File: config.mk
export PLATFORM = sky130hd
export DESIGN_NAME = branch_trace_driver
export DESIGN_NICKNAME = d
export VERILOG_FILES = /design/src/rtl/branch_eval_pkg.sv /design/src/rtl/trace_mem.sv /design/src/rtl/branch_trace_driver.sv
export SDC_FILE = /design/constraint.sdc
export NUM_CORES = 2
export LEC_CHECK = 0
export ABC_AREA = 1
export BUFFER_PORTS_ARGS = -buffer_cell sky130_fd_sc_hd__buf_2
export CAP_MARGIN = 20
export CORE_MARGIN = 1
export CORE_UTILIZATION = 55
export DETAILED_ROUTE_END_ITERATION = 8
export PLACE_DENSITY = 0.68
export SYNTH_ARGS = -nofsm -noshare
export SYNTH_HDL_FRONTEND = slang
export SYNTH_SLANG_ARGS = --single-unit
File: constraint.sdc
create_clock -name clk -period 2.8 [get_ports clk]
set_input_delay 0.14 -clock clk [delete_from_list [all_inputs] [get_ports clk]]
set_output_delay 0.14 -clock clk [all_outputs]
set_load 0.02 [all_outputs]
File: src/rtl/branch_eval_pkg.sv
// Shared types for the on-chip branch predictor evaluation slice.
// Holds the replay FSM encoding, default widths and the trace entry layout.
package branch_eval_pkg;

    localparam int PC_W_DEF  = 8;
    localparam int CNT_W_DEF = 32;

    typedef enum logic [1:0] {
        IDLE  = 2'd0,
        RUN   = 2'd1,
        DRAIN = 2'd2,
        DONE  = 2'd3
    } state_t;

    typedef struct packed {
        logic [PC_W_DEF-1:0] pc;
        logic                taken;
    } trace_entry_t;

endpackage

File: src/rtl/trace_mem.sv
// Simple dual-port trace RAM: one write port, one registered read port.
// Read data appears one cycle after rd_en; no backpressure, writes always land.
module trace_mem #(
    parameter int ADDR_W = 8,
    parameter int DAT_W  = 9
) (
    input  logic              clk,
    input  logic              reset_n,
    input  logic              wr_en,
    input  logic [ADDR_W-1:0] wr_addr,
    input  logic [DAT_W-1:0]  wr_dat,
    input  logic              rd_en,
    input  logic [ADDR_W-1:0] rd_addr,
    output logic [DAT_W-1:0]  rd_dat
);

    logic [DAT_W-1:0] mem [2**ADDR_W];

    always_ff @(posedge clk) begin
        if (wr_en)
            mem[wr_addr] <= wr_dat;
    end

    // Only the read register is reset; array contents survive reset.
    always_ff @(posedge clk) begin
        if (!reset_n)
            rd_dat <= '0;
        else if (rd_en)
            rd_dat <= mem[rd_addr];
    end

endmodule

File: src/rtl/branch_trace_driver.sv
// Replays a stored branch trace into a predictor and scores its predictions; start->done = trace_len+3.
// No backpressure: one branch per cycle. TRACE_LOOP_EN adds loop_en for seamless multi-pass replay.
module branch_trace_driver
    import branch_eval_pkg::*;
#(
    parameter int ADDR_W = 8,
    parameter int PC_W   = PC_W_DEF,
    parameter int CNT_W  = CNT_W_DEF
) (
    input  logic              clk,
    input  logic              reset_n,
    input  logic              wr_en,
    input  logic [ADDR_W-1:0] wr_addr,
    input  logic [PC_W-1:0]   wr_pc,
    input  logic              wr_taken,
    input  logic              start,
    input  logic [ADDR_W:0]   trace_len,
`ifdef TRACE_LOOP_EN
    input  logic              loop_en,
`endif
    output logic              br_valid,
    output logic [PC_W-1:0]   br_pc,
    output logic              br_taken,
    input  logic              pred_taken,
    output logic              busy,
    output logic              done,
    output logic [CNT_W-1:0]  branch_count,
    output logic [CNT_W-1:0]  correct_count,
    output logic [CNT_W-1:0]  mispredict_count
);

    typedef struct packed {
        logic [PC_W-1:0] pc;
        logic            taken;
    } entry_t;

    state_t            state;
    logic [ADDR_W-1:0] ptr;
    logic [ADDR_W:0]   len;
    logic              pass_end;
    logic              v_d;
    logic              t_d;
    logic              mem_we;
    logic              rd_en;
    logic              last;
    logic              loop_now;
    entry_t            rd_entry;

`ifdef TRACE_LOOP_EN
    assign loop_now = loop_en;
`else
    assign loop_now = 1'b0;
`endif

    assign mem_we = wr_en && (state == IDLE || state == DONE);
    assign rd_en  = (state == RUN) && !pass_end;
    assign last   = ({1'b0, ptr} == len - {{ADDR_W{1'b0}}, 1'b1});

    trace_mem #(
        .ADDR_W (ADDR_W),
        .DAT_W  (PC_W + 1)
    ) u_mem (
        .clk     (clk),
        .reset_n (reset_n),
        .wr_en   (mem_we),
        .wr_addr (wr_addr),
        .wr_dat  ({wr_pc, wr_taken}),
        .rd_en   (rd_en),
        .rd_addr (ptr),
        .rd_dat  (rd_entry)
    );

    // The RAM read register doubles as the issue register for pc/outcome.
    assign br_pc    = rd_entry.pc;
    assign br_taken = rd_entry.taken;

    function automatic logic [CNT_W-1:0] sat_inc(input logic [CNT_W-1:0] c);
        return (&c) ? c : c + {{(CNT_W-1){1'b0}}, 1'b1};
    endfunction

    always_ff @(posedge clk) begin
        if (!reset_n) begin
            state            <= IDLE;
            ptr              <= '0;
            len              <= '0;
            pass_end         <= 1'b0;
            br_valid         <= 1'b0;
            v_d              <= 1'b0;
            t_d              <= 1'b0;
            busy             <= 1'b0;
            done             <= 1'b0;
            branch_count     <= '0;
            correct_count    <= '0;
            mispredict_count <= '0;
        end else begin
            v_d <= br_valid;
            t_d <= br_taken;
            // pred_taken refers to the branch issued one cycle before v_d.
            if (v_d) begin
                branch_count <= sat_inc(branch_count);
                if (pred_taken == t_d)
                    correct_count <= sat_inc(correct_count);
                else
                    mispredict_count <= sat_inc(mispredict_count);
            end
            case (state)
                IDLE, DONE: begin
                    if (start) begin
                        branch_count     <= '0;
                        correct_count    <= '0;
                        mispredict_count <= '0;
                        ptr              <= '0;
                        len              <= trace_len;
                        pass_end         <= 1'b0;
                        busy             <= (trace_len != '0);
                        done             <= (trace_len == '0);
                        state            <= (trace_len == '0) ? DONE : RUN;
                    end
                end
                RUN: begin
                    if (!pass_end) begin
                        br_valid <= 1'b1;
                        if (last && loop_now) begin
                            ptr <= '0;
                        end else begin
                            ptr <= ptr + 1'b1;
                            if (last)
                                pass_end <= 1'b1;
                        end
                    end else begin
                        br_valid <= 1'b0;
                        state    <= DRAIN;
                    end
                end
                DRAIN: begin
                    busy  <= 1'b0;
                    done  <= 1'b1;
                    state <= DONE;
                end
                default: state <= IDLE;
            endcase
        end
    end

endmodule

# Word level (Yosys, flattened, before mapping)
# Memories as Yosys holds them, arrays and structs flattened. A register that Yosys moved wholly into a read port is not among the register bits.
# Cells that the tools add are included.
# classes
n_reduce_logical,19
n_addsub,5
muxes,32
eq_ne,8
# op_table
operator,n
$mux 32,14
$add 32x1->32 const B,3
$reduce_and 32->1,3
$mux 8,2
$pmux 8 s2,1
$eq 8x9->1,1
$logic_not 9->1,1
$reduce_bool 9->1,1
$sub 9x1->9 const B,1
$add 8x1->8 const B,1
$mux 1,8
$reduce_and 2->1,4
$mux 2,3
$ne 2x2->1 const B,3
$pmux 1 s2,3
$pmux 2 s3,1
$eq 2x2->1 const B,2
$reduce_bool 2->1,2
$reduce_and 3->1,1
$eq 2x1->1 const B,1
$logic_and 1x1->1,2
$logic_not 1->1,2
$logic_not 2->1,1
$reduce_or 2->1,1
2 further kinds,2
# word_totals
ramBits,2304
wordCells,77
memories,1
ff_bits,121
input_bits,31
# mem_list
name,depth,word_bits,rd,rd_clocked_by_memory_dff,wr,line,text
u_mem.mem,256,9,1,1,1,trace_mem.sv:17,logic [DAT_W-1:0] mem [2**ADDR_W];

# Longest topological paths before layout
# depth
depth_word,6
depth_mapped,21
mapped_depth_nobuf,17

# By module
# Synthesis repeated with hierarchy kept, for this count alone.
# unflattened
hier_cells,9051
area_unflattened_um2,100968.1
# modules_own_cells
module,seq_area_each_um2,cells_per_inst,n_inst,area_each_um2
trace_mem,69366.5,7864,1,93728.6
branch_trace_driver,2422.3,1187,1,7239.4

# Worst setup path before layout
# OpenSTA, ideal clock, no wires.
# synth_path
path_type,reg2reg
startpoint,register state[0]
endpoint,memory u_mem.mem[104][0] (enable)
path_slack_ns,0.343
required_ns,2.426
n_path_buf,3
setup_ns,0.374
stages_incl_launch_ff,10
arrival_ns,2.083
path_cell_list,dfxtp_1 inv_1 ha_1 buf_2 nand2_1 clkinv_1 clkbuf_1 nand2_1 clkbuf_1 nor2_1
# synth_via
elab_chain_len,5
word_cells_on_any_way,6
classes_between,eq/ne (1); mux (2); reduce/logical (3)
# synth_lines
item,line,text
start: declaration,branch_trace_driver.sv:37,state_t state;
start signal: assignment,branch_trace_driver.sv:117,state <= (trace_len == '0) ? DONE : RUN;
$eq 2x2->1 or $logic_not 2->1 (tied branches),branch_trace_driver.sv:55,assign mem_we = wr_en && (state == IDLE || state == DONE);
$logic_or 1x1->1 *,branch_trace_driver.sv:55,
$logic_and 1x1->1 *,branch_trace_driver.sv:55,
$mux 1 *,trace_mem.sv:20,if (wr_en)
$mux 1 (implied by the code) *,trace_mem.sv:21,mem[wr_addr] <= wr_dat;
end: declaration,trace_mem.sv:17,
# Mark *: on every way between the ends. The rest lies on a longest branch, timed or not.

==> summary.txt <==
Status
  • Status: complete, no violations

Cells and area
  • Most frequent cells in the layout: edfxtp_1 (2,304), nand2_1 (2,192), nor2_1 (1,702), nand3_1 (716), o21ai_0 (656)
  • Most common library cell in the layout ignoring fill and taps: edfxtp_1
  • Layout Cell Area excl Fill: 117,000 um2
  • Final core utilization: 0.630
  • Area Overhead vs Synth: 13.6%
  • Final #Nets: 9,922
  • Layout cells sized above 1: 0.0959

Setup path
  • Crit Path Class: reg2reg
  • Max stage delay on crit path: ~480 ps
  • Critical path buffers and inverters: 5
  • Worst EP arrival: 3510 ps
  • Largest delay share family, worst path: simple AND/OR/NAND/NOR gates
  • CP required: between 3000 and 4000 ps
  • Critical-path cell list: buf_12, buf_12, buf_12, buf_4, nand2_1, nand3_1, a21oi_1, nor2_1, nand2_1, nand3_1, nand3_1, nand3_1, nand3_1, nand2_1, inv_1
  • Nature of the critical path endpoint: flop
  • Crit path max-delay cell type: dfxtp_4
  • Critical path startpoint category: flop
  • Crit-path max FO: 31
  • Most Frequent Cell on Critical Path: nand3_1

Pwr
  • Worst VDD drop: 0.000615 V
  • Power per cell area: 763 nW/um2
  • Power consumption: approximately 0.089 W
  • Power Internal: roughly 0.064 W
  • Net load switching power: 0.0257 W
  • Clock power frac: 0.360
  • Combinational group share of total power: 0.188
  • Switching Share: 0.288
  • Seq pwr share: 0.452
  • Pleak: 43.1 nW

STA
  • Worst-margin pin slew: slightly above 1000 ps
  • Crit path time final: 2730 ps
  • Setup ws final: between 60 and 70 ps
  • Slew Limit Fails: 0
  • FMAX: about 370 MHz
  • Slew headroom: 0.322
  • Clk_skew: 24.7 ps
  • Final Setup Violations: 0
  • Setup TNS: 0 ps
  • Unrepaired setup endpoints after global routing: yes
  • Tcrit/Tclk final: 0.976
  • Fin. Hold Viols: 0

GRT
  • Tot GR Track Use: 0.302
  • First-pass GRT wire length: 431,000 um
  • Congestion Overflow GR: 0
  • Largest net degree at the start of global routing: 114
  • Vias in the first global route: around 70k
  • Initial antenna violation count: 12

Yosys
  • Post-synth EDFFs: about 2.3k
  • Top post-synthesis cells by area: edfxtp_1 (67%), nand2_1 (8.0%), nor2_1 (6.4%)
  • Register area share after synthesis: 0.697
  • Syn Inst Count: just under 10k
  • Post-synth top area share: 0.672
  • Number of synthesized register bits: 2,434
  • Synthesized area per cell: 10.7 um2
  • Async SR Flop Fraction: 0
  • Top cell type by total area after synthesis: edfxtp_1
  • Top_reg_cell synth: edfxtp_1
  • Post-synth design cell area: between 100,000 and 150,000 um2
  • Yosys warns: 0
  • Syn Nets: 9,661
  • Post-synth cell types: 44

CTS
  • H-Tree Depth: 4
  • CTS buffer count: 236
  • Clk_lat worst skew: slightly below 900 ps
  • CTS max path bufs: 3
  • Clk slew on worst S/H paths: 60 ps
  • CTS tree: done
  • Sink count of the clock tree: 2,434
  • CTS root buf: clkbuf_16

Routing
  • Vias post-DR: 72.9k
  • Mean number of vias per cell: 5.80
  • Number of DRC markers in iteration 0: 8,928
  • DRT antenna net count: 0
  • Post-DR wirelength/cell: 23.2 um
  • 1st-pass router iterations: 6
  • Post-route DRC: 0
  • Final wirelength: 292,000 um

Placement
  • IO Port Bufs: 138
  • Post-Place Setup Slack: -62.6 ps
  • Final HPWL DP: 182,000 um
  • Placed instance area: 109,000 um2
  • RePlAce Congestion: 0.931

Hold path
  • Worst min path class: in2reg

Die
  • Row count: 158
  • I/O pins: 139
  • Die width: 435 um
  • DIE HEIGHT: 435 um
  • Core area: roughly 190,000 um2
  • Initial core utilization: 0.554
  • Die ar.: between 150,000 and 200,000 um2

Flow run
  • Max_cap viols: 0
## power by group through the flow
stage,Combinational (W),Sequential (W),Clock (W)
2_1_floorplan,0.0105,0.0410,0
3_5_place_dp,0.0161,0.0411,0
6_report,0.0168,0.0404,0.0321
4_1_cts,0.0163,0.0404,0.0323
3_3_place_gp,0.0159,0.0411,0
5_1_grt,0.0183,0.0404,0.0336
## Yosys cell counts, types with 3 or more instances
library cell and count:
o21ai_1 173, o21a_1 6, o211ai_1 142, clkinv_1 4, o21ai_0 657, clkbuf_1 201
nor3_1 42, a211oi_1 3, a21oi_1 173, a31oi_1 10, nand4_1 40, nand3b_1 4
nor2_1 1751, inv_1 614, buf_8 6, ha_1 8, buf_2 165, xor2_1 34
nor3b_1 4, buf_4 40, buf_1 77, buf_6 57, and3_1 3, or2_2 12
inv_2 4, edfxtp_1 2304, nand3_1 718, nand2_1 2193, o22ai_1 10, dfxtp_1 130
xnor2_1 14, nor4_1 11
## per-layer routing
metal | GRT usage | routed length (um) | share of wire
met1 | 0.421 | 115000 | 0.39
met3 | 0.0556 | 30800 | 0.11
met4 | 0.131 | 12500 | 0.043
met5 | 0 | 32 | 0.00011
met2 | 0.467 | 134000 | 0.46
## cell type report
| type | count | area (um2) |
|---|---|---|
| clock buffer | 288 | 6150 |
| inverter | 623 | 2370 |
| tap | 2480 | 3100 |
| sequential | 2434 | 71800 |
| multi-input combinational | 6019 | 26100 |
| timing repair buffer | 569 | 5810 |
| fill | 14228 | 68800 |
| clock inverter | 151 | 1590 |
| antenna | 14 | 35.0 |
## worst register-to-register path: cells and delay by family, from the launching register on
kind | cells | cell delay [ps]
flops | 1 | 480
compound gates | 1 | 70
buf+inv | 5 | 900
simple gates | 9 | 1220
## cell families after synthesis
| kind of cell | count (synthesis) | share of synthesized area |
|---|---|---|
| buffers and inverters | 1169 | 0.0509 |
| AO/OA/AOI/OAI | 1178 | 0.0613 |
| adder cells (fa/ha/maj) | 8 | 0.000972 |
| XOR/XNOR | 48 | 0.00408 |
| AND/OR/NAND/NOR | 4785 | 0.186 |
| flip-flops | 2434 | 0.697 |
## what timing repair did
action                      CTS  global route
gates resized for setup       3            70
hold buffers                 21             0
hold endpoints to repair   1064             0
gates cloned                  0             4
pin swaps                     0             0
setup endpoints to repair    20           320
buffers inserted              0             1
## final timing paths
kind	start	end	slack, ps	depth (start not counted)
worst min-delay path	start	branch_count[11]$_SDFF_PN0_	120	3
worst max register to register	ptr[0]$_SDFFE_PN0P_	u_mem.rd_dat[3]$_SDFFE_PN0P_	70	15
worst min register to register	pass_end$_SDFFE_PN0P_	pass_end$_SDFFE_PN0P_	490	2
worst max-delay path	ptr[0]$_SDFFE_PN0P_	u_mem.rd_dat[3]$_SDFFE_PN0P_	70	15
## sequential cells by signal (all words and copies together), names as in the netlist, 2 cells and up
name and flops:
branch_count 32, state 2, correct_count 32, len 9
ptr 8, u_mem.mem 2304, u_mem.rd_dat 9, mispredict_count 32
## through the flow
stage          std cells  hold WS [ps]
6_report           12578           121
5_1_grt            12568           106
4_1_cts            12559          69.6
3_5_place_dp       12099           409
3_3_place_gp       12094           401
2_1_floorplan       9622           234
Power figures use the tool's default switching activity.
